<file path="src/rtl/ps2_keyboard_fifo_pkg.sv">
// Shared types and constants for the PS/2 keyboard receiver with event FIFO.
package ps2_pkg;

    localparam logic [7:0] PS2_EXT = 8'hE0;
    localparam logic [7:0] PS2_BRK = 8'hF0;

    typedef enum logic [1:0] {
        IDLE,
        EXT,
        BRK,
        EXT_BRK
    } dec_state_t;

    typedef struct packed {
        logic       ext;
        logic       brk;
        logic [7:0] code;
    } ps2_event_t;

endpackage

</file>
<file path="src/rtl/ps2_keyboard_fifo_if.sv">
// Consumer-side bus of the keyboard FIFO: pop/clear requests in, head event and status out.
interface ps2_keyboard_fifo_if #(
    parameter int unsigned FIFO_DEPTH = 8
);
    localparam int unsigned CNT_W = $clog2(FIFO_DEPTH) + 1;

    logic             rd_en;
    logic             err_clr;
    logic [9:0]       data;
    logic             ready;
    logic [CNT_W-1:0] count;
    logic             overflow;
    logic             parity_err;
    logic             frame_err;

    modport slave (
        input  rd_en, err_clr,
        output data, ready, count, overflow, parity_err, frame_err
    );

    modport master (
        output rd_en, err_clr,
        input  data, ready, count, overflow, parity_err, frame_err
    );
endinterface

</file>
<file path="src/rtl/ps2_keyboard_fifo_frame_rx.sv">
// PS/2 frame receiver: pin synchronisers, falling-edge detect, 11-bit deserialiser,
// start/stop/odd-parity checks and a stall timeout that discards partial frames.
module ps2_frame_rx #(
    parameter int unsigned SYNC_STAGES    = 2,
    parameter int unsigned TIMEOUT_CYCLES = 50000
) (
    input  logic       i_clk,
    input  logic       i_clr,
    input  logic       i_ps2_clk,
    input  logic       i_ps2_data,
    output logic [7:0] o_byte,
    output logic       o_byte_valid,
    output logic       o_parity_err_p,
    output logic       o_frame_err_p
);
    localparam int unsigned TO_W = $clog2(TIMEOUT_CYCLES + 1);

    logic [SYNC_STAGES-1:0] r_clk_sync;
    logic [SYNC_STAGES-1:0] r_data_sync;
    logic                   r_clk_prev;
    logic [3:0]             r_bit_cnt;
    logic [9:0]             r_shift;
    logic [TO_W-1:0]        r_to_cnt;
    logic [7:0]             r_byte;
    logic                   r_byte_valid;
    logic                   r_parity_err_p;
    logic                   r_frame_err_p;

    logic w_clk_s;
    logic w_data_s;
    logic w_fall;

    assign w_clk_s  = r_clk_sync[SYNC_STAGES-1];
    assign w_data_s = r_data_sync[SYNC_STAGES-1];
    assign w_fall   = r_clk_prev & ~w_clk_s;

    // Synchroniser chains; reset to 1 so a cleared receiver sees an idle bus.
    always_ff @(posedge i_clk) begin
        if (i_clr) begin
            r_clk_sync  <= '1;
            r_data_sync <= '1;
        end else begin
            r_clk_sync  <= {r_clk_sync[SYNC_STAGES-2:0], i_ps2_clk};
            r_data_sync <= {r_data_sync[SYNC_STAGES-2:0], i_ps2_data};
        end
    end

    // Bit capture on each falling edge, frame check on the stop bit, stall timeout.
    always_ff @(posedge i_clk) begin
        if (i_clr) begin
            r_clk_prev     <= 1'b1;
            r_bit_cnt      <= '0;
            r_shift        <= '0;
            r_to_cnt       <= '0;
            r_byte         <= '0;
            r_byte_valid   <= 1'b0;
            r_parity_err_p <= 1'b0;
            r_frame_err_p  <= 1'b0;
        end else begin
            r_clk_prev     <= w_clk_s;
            r_byte_valid   <= 1'b0;
            r_parity_err_p <= 1'b0;
            r_frame_err_p  <= 1'b0;
            if (w_fall) begin
                r_to_cnt <= '0;
                if (r_bit_cnt == 4'd10) begin
                    // Stop bit is the live sample; bits 0..9 are in the shift register.
                    r_bit_cnt <= '0;
                    if (r_shift[0] || !w_data_s) begin
                        r_frame_err_p <= 1'b1;
                    end else if (!(^r_shift[9:1])) begin
                        r_parity_err_p <= 1'b1;
                    end else begin
                        r_byte       <= r_shift[8:1];
                        r_byte_valid <= 1'b1;
                    end
                end else begin
                    r_shift[r_bit_cnt] <= w_data_s;
                    r_bit_cnt          <= r_bit_cnt + 4'd1;
                end
            end else if (r_bit_cnt != 4'd0) begin
                if (r_to_cnt == TO_W'(TIMEOUT_CYCLES - 1)) begin
                    r_bit_cnt     <= '0;
                    r_to_cnt      <= '0;
                    r_frame_err_p <= 1'b1;
                end else begin
                    r_to_cnt <= r_to_cnt + 1'b1;
                end
            end else begin
                r_to_cnt <= '0;
            end
        end
    end

    assign o_byte         = r_byte;
    assign o_byte_valid   = r_byte_valid;
    assign o_parity_err_p = r_parity_err_p;
    assign o_frame_err_p  = r_frame_err_p;

endmodule

</file>
<file path="src/rtl/ps2_keyboard_fifo.sv">
// PS/2 keyboard front end: frame receiver, E0/F0 prefix decoder, FWFT event FIFO
// and sticky error flags.
module ps2_keyboard_fifo
    import ps2_pkg::*;
#(
    parameter int unsigned FIFO_DEPTH     = 8,
    parameter int unsigned SYNC_STAGES    = 2,
    parameter int unsigned TIMEOUT_CYCLES = 50000,
    parameter bit          DECODE_EN      = 1'b1
) (
    input  logic                i_clk,
    input  logic                i_clr,
    input  logic                i_ps2_clk,
    input  logic                i_ps2_data,
    ps2_keyboard_fifo_if.slave  bus
);
    localparam int unsigned AW    = $clog2(FIFO_DEPTH);
    localparam int unsigned CNT_W = AW + 1;

    logic [7:0]  w_byte;
    logic        w_byte_valid;
    logic        w_parity_err_p;
    logic        w_frame_err_p;

    dec_state_t  r_state;
    dec_state_t  w_state_d;
    logic        w_push;
    ps2_event_t  w_event;

    ps2_event_t  r_mem [FIFO_DEPTH];
    logic [AW-1:0]    r_wr_ptr;
    logic [AW-1:0]    r_rd_ptr;
    logic [CNT_W-1:0] r_count;
    logic        r_overflow;
    logic        r_parity_err;
    logic        r_frame_err;

    logic        w_full;
    logic        w_ready;
    logic        w_pop;
    logic        w_wr;

    ps2_frame_rx #(
        .SYNC_STAGES    (SYNC_STAGES),
        .TIMEOUT_CYCLES (TIMEOUT_CYCLES)
    ) u_rx (
        .i_clk          (i_clk),
        .i_clr          (i_clr),
        .i_ps2_clk      (i_ps2_clk),
        .i_ps2_data     (i_ps2_data),
        .o_byte         (w_byte),
        .o_byte_valid   (w_byte_valid),
        .o_parity_err_p (w_parity_err_p),
        .o_frame_err_p  (w_frame_err_p)
    );

    // Prefix decoder: folds E0/F0 into ext/brk tags and emits one event per key code.
    always_comb begin
        w_state_d     = r_state;
        w_push        = 1'b0;
        w_event.ext   = 1'b0;
        w_event.brk   = 1'b0;
        w_event.code  = w_byte;
        if (w_byte_valid) begin
            if (!DECODE_EN) begin
                w_push = 1'b1;
            end else begin
                unique case (r_state)
                    IDLE: begin
                        if (w_byte == PS2_EXT)      w_state_d = EXT;
                        else if (w_byte == PS2_BRK) w_state_d = BRK;
                        else                        w_push    = 1'b1;
                    end
                    EXT: begin
                        if (w_byte == PS2_BRK) begin
                            w_state_d = EXT_BRK;
                        end else if (w_byte != PS2_EXT) begin
                            w_push      = 1'b1;
                            w_event.ext = 1'b1;
                            w_state_d   = IDLE;
                        end
                    end
                    BRK: begin
                        // A stray E0 after F0 is taken as the break code itself.
                        if (w_byte != PS2_BRK) begin
                            w_push      = 1'b1;
                            w_event.brk = 1'b1;
                            w_state_d   = IDLE;
                        end
                    end
                    EXT_BRK: begin
                        w_push      = 1'b1;
                        w_event.ext = 1'b1;
                        w_event.brk = 1'b1;
                        w_state_d   = IDLE;
                    end
                    default: w_state_d = IDLE;
                endcase
            end
        end
    end

    // Decoder state register.
    always_ff @(posedge i_clk) begin
        if (i_clr) r_state <= IDLE;
        else       r_state <= w_state_d;
    end

    assign w_full  = (r_count == CNT_W'(FIFO_DEPTH));
    assign w_ready = (r_count != '0);
    assign w_pop   = bus.rd_en && w_ready;
    // A pop frees the head slot in the same cycle, so a full FIFO can still accept.
    assign w_wr    = w_push && (!w_full || w_pop);

    // Event storage; no reset needed since only occupied slots are ever visible.
    always_ff @(posedge i_clk) begin
        if (w_wr) r_mem[r_wr_ptr] <= w_event;
    end

    // FIFO pointers and occupancy.
    always_ff @(posedge i_clk) begin
        if (i_clr) begin
            r_wr_ptr <= '0;
            r_rd_ptr <= '0;
            r_count  <= '0;
        end else begin
            if (w_wr)  r_wr_ptr <= r_wr_ptr + 1'b1;
            if (w_pop) r_rd_ptr <= r_rd_ptr + 1'b1;
            unique case ({w_wr, w_pop})
                2'b10:   r_count <= r_count + 1'b1;
                2'b01:   r_count <= r_count - 1'b1;
                default: r_count <= r_count;
            endcase
        end
    end

    // Sticky error flags; a new error in the same cycle as err_clr wins.
    always_ff @(posedge i_clk) begin
        if (i_clr) begin
            r_overflow   <= 1'b0;
            r_parity_err <= 1'b0;
            r_frame_err  <= 1'b0;
        end else begin
            if (w_push && w_full && !w_pop) r_overflow <= 1'b1;
            else if (bus.err_clr)           r_overflow <= 1'b0;
            if (w_parity_err_p)             r_parity_err <= 1'b1;
            else if (bus.err_clr)           r_parity_err <= 1'b0;
            if (w_frame_err_p)              r_frame_err <= 1'b1;
            else if (bus.err_clr)           r_frame_err <= 1'b0;
        end
    end

    assign bus.data       = w_ready ? r_mem[r_rd_ptr] : '0;
    assign bus.ready      = w_ready;
    assign bus.count      = r_count;
    assign bus.overflow   = r_overflow;
    assign bus.parity_err = r_parity_err;
    assign bus.frame_err  = r_frame_err;

endmodule

</file>
<file path="src/flat_wrapper.sv">
// flat-port wrapper written by rule: the top's interface ports become plain ports
module ps2_keyboard_fifo_flat import ps2_pkg::*;
#(
    parameter int unsigned FIFO_DEPTH     = 8,
    parameter int unsigned SYNC_STAGES    = 2,
    parameter int unsigned TIMEOUT_CYCLES = 50000,
    parameter bit          DECODE_EN      = 1'b1
)
  (i_clk, i_clr, i_ps2_clk, i_ps2_data, bus_rd_en, bus_err_clr, bus_data, bus_ready, bus_count, bus_overflow, bus_parity_err, bus_frame_err);
  ps2_keyboard_fifo_if #(.FIFO_DEPTH(FIFO_DEPTH)) bus_i ();
  input  logic i_clk;
  input  logic i_clr;
  input  logic i_ps2_clk;
  input  logic i_ps2_data;
  input wire logic [$bits(bus_i.rd_en)-1:0] bus_rd_en;
  input wire logic [$bits(bus_i.err_clr)-1:0] bus_err_clr;
  output wire logic [$bits(bus_i.data)-1:0] bus_data;
  output wire logic [$bits(bus_i.ready)-1:0] bus_ready;
  output wire logic [$bits(bus_i.count)-1:0] bus_count;
  output wire logic [$bits(bus_i.overflow)-1:0] bus_overflow;
  output wire logic [$bits(bus_i.parity_err)-1:0] bus_parity_err;
  output wire logic [$bits(bus_i.frame_err)-1:0] bus_frame_err;
  assign bus_i.rd_en = bus_rd_en;
  assign bus_i.err_clr = bus_err_clr;
  assign bus_data = bus_i.data;
  assign bus_ready = bus_i.ready;
  assign bus_count = bus_i.count;
  assign bus_overflow = bus_i.overflow;
  assign bus_parity_err = bus_i.parity_err;
  assign bus_frame_err = bus_i.frame_err;
  ps2_keyboard_fifo #(.FIFO_DEPTH(FIFO_DEPTH), .SYNC_STAGES(SYNC_STAGES), .TIMEOUT_CYCLES(TIMEOUT_CYCLES), .DECODE_EN(DECODE_EN)) u_core (.i_clk(i_clk), .i_clr(i_clr), .i_ps2_clk(i_ps2_clk), .i_ps2_data(i_ps2_data), .bus(bus_i));
endmodule
</file>
<file path="config.mk">
export PLATFORM = sky130hd
export DESIGN_NAME = ps2_keyboard_fifo_flat
export DESIGN_NICKNAME = d
export VERILOG_FILES = /design/src/rtl/ps2_keyboard_fifo_pkg.sv /design/src/rtl/ps2_keyboard_fifo_if.sv /design/src/rtl/ps2_keyboard_fifo_frame_rx.sv /design/src/rtl/ps2_keyboard_fifo.sv /design/src/flat_wrapper.sv
export SDC_FILE = /design/constraint.sdc
export NUM_CORES = 1
export LEC_CHECK = 0
export ABC_AREA = 1
export CAP_MARGIN = 20
export CORE_ASPECT_RATIO = 0.9
export CORE_MARGIN = 4
export CORE_UTILIZATION = 50
export DETAILED_ROUTE_END_ITERATION = 7
export MAX_ROUTING_LAYER = met4
export PLACE_DENSITY = 0.67
export SKIP_CTS_REPAIR_TIMING = 1
export SYNTH_ARGS = -nofsm -noshare
export SYNTH_HDL_FRONTEND = slang
export SYNTH_HIERARCHICAL = 1
export SYNTH_SLANG_ARGS = --single-unit
</file>
<file path="constraint.sdc">
create_clock -name i_clk -period 6.2 [get_ports i_clk]
set_input_delay 1.24 -clock i_clk [delete_from_list [all_inputs] [get_ports i_clk]]
set_output_delay 1.24 -clock i_clk [all_outputs]
set_load 0.05 [all_outputs]
</file>
==> results.json, run 1 <==
{
  "top_area_cell_type_share_of_the_netlist_area_pct": 38.0,
  "num_antenna_cells": 0,
  "worstPathRequired_ns": 4.96,
  "worst_setup_path_category": "register to output pin",
  "ioPinCount": 24,
  "tritoncts.num_buffers": 17,
  "seq_area_frac_synth_pct": 58.3,
  "final_max_slew_viol_count": 0,
  "cts_max_path_buffers": 2,
  "worst-r2r-setup-slack_ns": 3.58,
  "totalWireLength_mm": 12.8,
  "p_seq_share_pct": 36.7,
  "asyncSetResetFlopFracSynth_pct": 0,
  "floorplan.die.width_um": 127,
  "route.met2.wl_mm": 6.31,
  "placement.io_buffers": 23,
  "antenna_found_initial": 0,
  "power.internal_mw": 1.84,
  "design.die.area_um2": 14500,
  "cts.sink_count": 144,
  "tritoncts": "yes",
  "setup_tns_ns": 0,
  "max_slew_margin_pct": 27.1,
  "netlist_instances": 694,
  "net_sw_power_mw": 1.04,
  "design.final.nets": 731,
  "signed_area_change_from_the_synthesized_netlist_to_the_final_layout_pct": 14.7,
  "grt.total_usage_pct": 18.9,
  "transition_time_at_the_pin_with_the_least_slew_margin_ns": 1.09,
  "crit_fanout": 21,
  "avgSynthCellArea_um2": 9.11,
  "netlist_top_cells_area": "sky130_fd_sc_hd__edfxtp_1 38%, sky130_fd_sc_hd__dfxtp_1 20%, sky130_fd_sc_hd__nor2_1 7.2%",
  "num-fill-cells": 1005,
  "worst_hold_path_cells": 1,
  "clock-skew-final_ns": 0.00739,
  "post-route-min-period_ns": 4.42,
  "setup_viol": 0,
  "synth_fp_nets": 706,
  "share_of_total_power_in_the_clock_network_pct": 32.1,
  "ctsRootBufferMaster": "sky130_fd_sc_hd__clkbuf_16",
  "final_area_um2": 7250,
  "placed_cell_area_um2": 6700,
  "pin_count_of_the_biggest_net_entering_global_routing": 42,
  "power_switching_share_pct": 36.2,
  "first_pass_grt_wire_length_mm": 21.1,
  "final_hpwl_from_detailed_placement_mm": 8.57,
  "area_of_the_mapped_netlist_um2": 6320,
  "yosysTopAreaCell": "sky130_fd_sc_hd__edfxtp_1",
  "critPathLaunchType": "register",
  "dieHeight_um": 115,
  "timing.final.hold_violations": 0,
  "rsz_0062_raised_after_global_routing": "false",
  "mostFrequentLayoutCell": "sky130_fd_sc_hd__nor2_1",
  "timing.critical_path.arrival_ns": 3.18,
  "coreArea_um2": 12200,
  "antenna_left": 0,
  "wl_per_cell_um": 14.3,
  "gr-total-overflow": 0,
  "mostFrequentLayoutCells": "122 x sky130_fd_sc_hd__nor2_1, 111 x sky130_fd_sc_hd__nand2_1, 80 x sky130_fd_sc_hd__edfxtp_1, 71 x sky130_fd_sc_hd__inv_1, 71 x sky130_fd_sc_hd__o21ai_0",
  "final_layout_size_suffix_gt1_share_pct": 10.2,
  "initial_utilization_pct": 51.8,
  "worstSetupEndpointType": "output pin",
  "drc": 0,
  "status": "finished clean",
  "first_pass_iters": 5,
  "drv_cap": 0,
  "synth.lib_cells_used.distinct": 39,
  "drt_iter0_markers": 418,
  "final_min_period_over_clock_period_pct": 71.4,
  "synth_enable_flop_cells": 80,
  "timing.hold.worst.class": "register to register",
  "path_clk_slew_ns": 0.06,
  "maxUsedRoutingLayer": "met4",
  "synth-seq-cells": 144,
  "synth_flop_cell": "sky130_fd_sc_hd__edfxtp_1",
  "drt-vias-per-instance": 5.28,
  "sum_of_met3_wire_segment_lengths_after_detailed_routing_um": 630,
  "vias": 4713,
  "row_count": 38,
  "power.combinational.fraction_pct": 31.2,
  "power_density_nw_per_um2": 398,
  "gp_congestion": 0.885,
  "leakagePower_nw": 2.51,
  "sum_of_routed_wire_segments_on_met1_mm": 5.70,
  "clock.fmax_mhz": 226,
  "reg2regPathDepth": 10,
  "cts-htree-levels": 4,
  "clock_latency_reported_for_the_late_side_of_the_worst_skew_pair_ns": 0.42,
  "max_vdd_drop_v": 0.000202,
  "synthesis.yosys.warnings": 6,
  "first_global_vias": 4444
}
logic make-up (layout without fill, tap and decap cells):
| group | after synthesis | in the layout | synth area share [%] |
|---|---|---|---|
| xor+xnor | 7 | 7 | 0.970 |
| compound gates | 130 | 130 | 10.9 |
| simple gates | 308 | 308 | 22.6 |
| flops | 144 | 144 | 58.3 |
| fa+ha+maj | 6 | 6 | 1.31 |
| buf+inv | 99 | 137 | 6.01 |
sequential cells by signal, indices dropped and copies added, names as in the netlist, named ones only:
name and flops:
u_core/bus.overflow 1, u_core/r_state 2, u_core/u_rx/r_shift 10, u_core/bus.parity_err 1
u_core/u_rx/r_to_cnt 16, u_core/r_rd_ptr 3, u_core/u_rx/o_byte 8, u_core/bus.frame_err 1
u_core/u_rx/o_byte_valid 1, u_core/u_rx/o_frame_err_p 1, u_core/u_rx/r_clk_sync 2, u_core/u_rx/r_bit_cnt 4
u_core/r_wr_ptr 3, u_core/u_rx/r_data_sync 2, u_core/u_rx/r_clk_prev 1, u_core/bus.count 4
u_core/r_mem 80, u_core/u_rx/o_parity_err_p 1
metal layers:
layer | vias up | global-route usage (%)
met2 | 132 | 30.3
met5 | - | -
li1 | 2374 | -
met3 | 14 | 4.85
met1 | 2193 | 23.6
met4 | 0 | 6.08
power by group through the flow:
stage	clock network, mW	logic, mW	registers (mW)
floorplan	0	0.618	1.10
global placement	0	0.888	1.08
global route	0.990	0.968	1.07
CTS	0.946	0.905	1.06
finish	0.927	0.899	1.06
detailed placement	0	0.904	1.08
Yosys cell counts, types with 2 or more instances:
cell type                  count
sky130_fd_sc_hd__xor2_1        3
sky130_fd_sc_hd__nor3_1        5
sky130_fd_sc_hd__nand3_2       3
sky130_fd_sc_hd__dfxtp_1      64
sky130_fd_sc_hd__clkbuf_1     18
sky130_fd_sc_hd__buf_4         2
sky130_fd_sc_hd__xnor2_1       4
sky130_fd_sc_hd__nand3_1      26
sky130_fd_sc_hd__nor3b_1       2
sky130_fd_sc_hd__a21oi_1      31
sky130_fd_sc_hd__nor2_1      122
sky130_fd_sc_hd__o21ai_1       2
sky130_fd_sc_hd__nand2_4       6
sky130_fd_sc_hd__ha_1          5
sky130_fd_sc_hd__edfxtp_1     80
sky130_fd_sc_hd__nand2_1     111
sky130_fd_sc_hd__or2_2         5
sky130_fd_sc_hd__inv_1        71
sky130_fd_sc_hd__a31oi_1      13
sky130_fd_sc_hd__nor2_4        5
sky130_fd_sc_hd__nand4_1       6
sky130_fd_sc_hd__o21ai_0      71
sky130_fd_sc_hd__o22ai_1      10
sky130_fd_sc_hd__nand2_2       8
sky130_fd_sc_hd__inv_2         7
critical path: stages, from the launching register on:
cell and delay [ns]:
sky130_fd_sc_hd__dfxtp_1 0.79, sky130_fd_sc_hd__inv_1 0.53, sky130_fd_sc_hd__nor2_1 0.20, sky130_fd_sc_hd__o21ai_0 0.10, sky130_fd_sc_hd__a31oi_1 0.29, sky130_fd_sc_hd__clkdlybuf4s50_1 0.86
final cells by class:
class	instances	area, um2	share of cell area, %
Sequential cell	144	3680	50.8
Multi-Input combinational cell	451	2260	31.2
Clock buffer	18	429	5.92
Inverter	78	293	4.04
Timing Repair Buffer	27	268	3.69
Tap cell	160	200	2.76
Clock inverter	14	118	1.62
per-stage QoR:
| stage | total power [mW] | cells | hold WS, ns | worst slack (ns) | util, % |
|---|---|---|---|---|---|
| finish | 2.89 | 892 | 0.409 | 1.78 | 59.3 |
| global route | 3.03 | 892 | 0.430 | 1.58 | 59.3 |
| CTS | 2.91 | 891 | 0.410 | 1.77 | 59.3 |
| detailed placement | 1.98 | 859 | 0.396 | 2.23 | 54.8 |
| global placement | 1.97 | 857 | 0.394 | 2.32 | 54.6 |
| floorplan | 1.71 | 694 | 0.389 | 2.43 | - |
final timing paths:
path	start	end
hold / removal	u_core/u_rx/r_clk_sync[0]	u_core/u_rx/r_clk_sync[1]
setup / recovery	register	bus_data[0]
hold reg to reg	u_core/u_rx/r_clk_sync[0]	u_core/u_rx/r_clk_sync[1]
setup reg to reg	u_core/u_rx/o_byte[3]	u_core/r_mem[6][1]
Power figures use the tool's default switching activity.
==> run 2, diff against run 1 <==
==> constraint.sdc (replaced) <==
create_clock -name i_clk -period 4.1 [get_ports i_clk]
set_input_delay 0.82 -clock i_clk [delete_from_list [all_inputs] [get_ports i_clk]]
set_output_delay 0.82 -clock i_clk [all_outputs]
set_load 0.05 [all_outputs]
==> run 2 against run 1 <==
Effect of this change: largest power group is now clock; setup slack lost 1.3 ns; die area is the same; clock skew shrank 0.00095 ns; clock power grew 80%; total power grew 61%; critical path depth grew 1; sequential power grew 49%; final cell count grew 0.78%; register-to-register slack lost 2.1 ns; first-iteration DRC count grew 3.8%; non-clock buffer count grew 7; critical endpoint is now bus_data[1]; utilization grew 1.2 points.
==> results.json, run 2 (synthesis gave the netlist of run 1 again) <==
{
  "final_layout_size_suffix_gt1_share_pct": 11.5,
  "worst_setup_path_category": "register to output pin",
  "ioPinCount": 24,
  "antenna_left": 0,
  "coreArea_um2": 12200,
  "signed_area_change_from_the_synthesized_netlist_to_the_final_layout_pct": 17.1,
  "first_pass_grt_wire_length_mm": 22.4,
  "design.die.area_um2": 14500,
  "clock-skew-final_ns": 0.00643,
  "cts-htree-levels": 4,
  "ctsRootBufferMaster": "sky130_fd_sc_hd__clkbuf_16",
  "first_global_vias": 4599,
  "setup_tns_ns": 0,
  "cpMostUsedCell": "sky130_fd_sc_hd__o21ai_0",
  "drc": 0,
  "crit_fanout": 20,
  "transition_time_at_the_pin_with_the_least_slew_margin_ns": 0.634,
  "first_pass_iters": 8,
  "status": "finished clean",
  "num_antenna_cells": 0,
  "clock.fmax_mhz": 277,
  "cts_max_path_buffers": 2,
  "tritoncts.num_buffers": 17,
  "placement.io_buffers": 23,
  "endpoint": "bus_data[1]",
  "timing.critical_path.arrival_ns": 2.79,
  "grt.total_usage_pct": 20.2,
  "dieHeight_um": 115,
  "registers.top_by_ff_count": "u_core/r_mem",
  "fin_ws_ns": 0.491,
  "clock_latency_reported_for_the_late_side_of_the_worst_skew_pair_ns": 0.42,
  "path_clk_slew_ns": 0.06,
  "vias": 4730,
  "power_density_nw_per_um2": 630,
  "worst-r2r-setup-slack_ns": 1.53,
  "rsz_0062_raised_after_global_routing": "false",
  "antenna_found_initial": 0,
  "setup_viol": 0,
  "drt_iter0_markers": 434,
  "totalWireLength_mm": 13.4,
  "critical_path.top_delay_family": "buffers and inverters",
  "gp_congestion": 0.840,
  "leakagePower_nw": 2.63,
  "critical_path.max_stage_delay_ns": 0.85,
  "post-route-min-period_ns": 3.61,
  "initial_utilization_pct": 51.8,
  "pin_count_of_the_biggest_net_entering_global_routing": 41,
  "num-fill-cells": 988,
  "design.final.nets": 738,
  "wl_per_cell_um": 14.9,
  "final_min_period_over_clock_period_pct": 88.0,
  "final_max_slew_viol_count": 0,
  "r2r-end": "u_core/bus.count[3]",
  "timing.hold.worst.class": "register to register",
  "overall_power_mw": 4.66,
  "tritoncts": "yes",
  "drv_cap": 0,
  "final_hpwl_from_detailed_placement_mm": 8.81,
  "critPathLaunchType": "register",
  "mostFrequentLayoutCells": "122 x sky130_fd_sc_hd__nor2_1, 111 x sky130_fd_sc_hd__nand2_1, 80 x sky130_fd_sc_hd__edfxtp_1, 71 x sky130_fd_sc_hd__inv_1, 71 x sky130_fd_sc_hd__o21ai_0",
  "reg2regPathDepth": 17,
  "cts.sink_count": 144,
  "cpMaxStageDelayCell": "sky130_fd_sc_hd__clkdlybuf4s50_1",
  "pre_cts_slack_ns": 1.00,
  "timing.final.hold_violations": 0,
  "max_vdd_drop_v": 0.000379,
  "drt-vias-per-instance": 5.26,
  "critical_path_buf_inv_count": 2,
  "path_cells": "inv_1 -> o21ai_0 -> o22ai_1 -> o21ai_0 -> a31oi_1 -> clkdlybuf4s50_1",
  "largest_register_ffs": 80,
  "worstSetupPathDepth": 6,
  "timing.rr.start": "u_core/u_rx/o_byte[6]",
  "gr-total-overflow": 0,
  "worstSetupEndpointType": "output pin",
  "floorplan.die.width_um": 127,
  "top_flop_regs": "u_core/r_mem: 80 flops, u_core/u_rx/r_to_cnt: 16 flops, u_core/u_rx/r_shift: 10 flops",
  "max_slew_margin_pct": 57.7,
  "mostFrequentLayoutCell": "sky130_fd_sc_hd__nor2_1",
  "worstPathRequired_ns": 3.28,
  "row_count": 38
}
==> run 2: changes by cell type in the layout (fill, tap and decap cells not counted), moves of 2 or more <==
cell                         change
sky130_fd_sc_hd__buf_4           +9
sky130_fd_sc_hd__bufinv_16       +3
sky130_fd_sc_hd__clkinv_2        -3
sky130_fd_sc_hd__clkinvlp_4      -3
sky130_fd_sc_hd__buf_6           -2
sky130_fd_sc_hd__clkbuf_8        +2
sky130_fd_sc_hd__clkinv_1        -2
sky130_fd_sc_hd__clkinv_4        +2
==> run 2: through the flow <==
step / hold slack, ns / cells / instance area (um2) / util (%)
2_1_floorplan: 0.389 / 694 / 6320 / -
3_3_place_gp: 0.399 / 867 / 6750 / 55.2
3_5_place_dp: 0.400 / 867 / 6750 / 55.2
4_1_cts: 0.413 / 899 / 7400 / 60.6
5_1_grt: 0.426 / 899 / 7400 / 60.6
6_report: 0.412 / 899 / 7400 / 60.6
==> run 2: cell type report <==
cell class	count	area, um2	share of cell area [%]
Sequential cell	144	3680	49.8
Multi-Input combinational cell	451	2260	30.5
Clock buffer	19	453	6.12
Timing Repair Buffer	34	313	4.23
Inverter	78	293	3.96
Clock inverter	13	200	2.70
Tap cell	160	200	2.70
==> run 2: worst min path at each step <==
stage,from,to,slack [ns],cells after the start
after global placement,u_core/u_rx/r_data_sync[0],u_core/u_rx/r_data_sync[1],0.40,1
after CTS,u_core/u_rx/r_clk_sync[0],u_core/u_rx/r_clk_sync[1],0.41,1
after floorplan,u_core/u_rx/r_clk_sync[0],u_core/u_rx/r_clk_sync[1],0.39,1
after detailed placement,u_core/u_rx/r_clk_sync[0],u_core/u_rx/r_clk_sync[1],0.40,1
final,u_core/u_rx/r_clk_sync[0],u_core/u_rx/r_clk_sync[1],0.41,1
after global routing,u_core/u_rx/r_clk_sync[0],u_core/u_rx/r_clk_sync[1],0.43,1
==> run 2: metal layers <==
metal  track usage [%]  vias up  wire length [um]
met5                 -        -                 0
met1              25.3     2212              6040
li1                  -     2381                 -
met4              7.29        0               205
met3              5.22       19               593
met2              32.0      118              6580
==> run 2: worst reg2reg max path, delay by kind of cell, from the launching register on <==
kind                       cells  cell delay (ns)
DFF                            1             0.54
buffers and inverters          1             0.09
and+or+nand+nor               14             1.40
adders and majority gates      1             0.26
AOI/OAI and AO/OA              1             0.22
==> run 2: where the power goes <==
group,total (mW),internal [mW],switching (mW)
combinational,1.41,0.420,0.987
clock,1.67,1.06,0.609
sequential,1.58,1.55,0.0363
==> run 3, diff against run 2 <==
--- a/config.mk
+++ b/config.mk
@@ -18,3 +18,4 @@
 export SYNTH_HDL_FRONTEND = slang
 export SYNTH_HIERARCHICAL = 1
 export SYNTH_SLANG_ARGS = --single-unit
+export TNS_END_PERCENT = 20
==> results of run 3 <==
No change in the layout: final DEF, timing and power equal those of run 2.
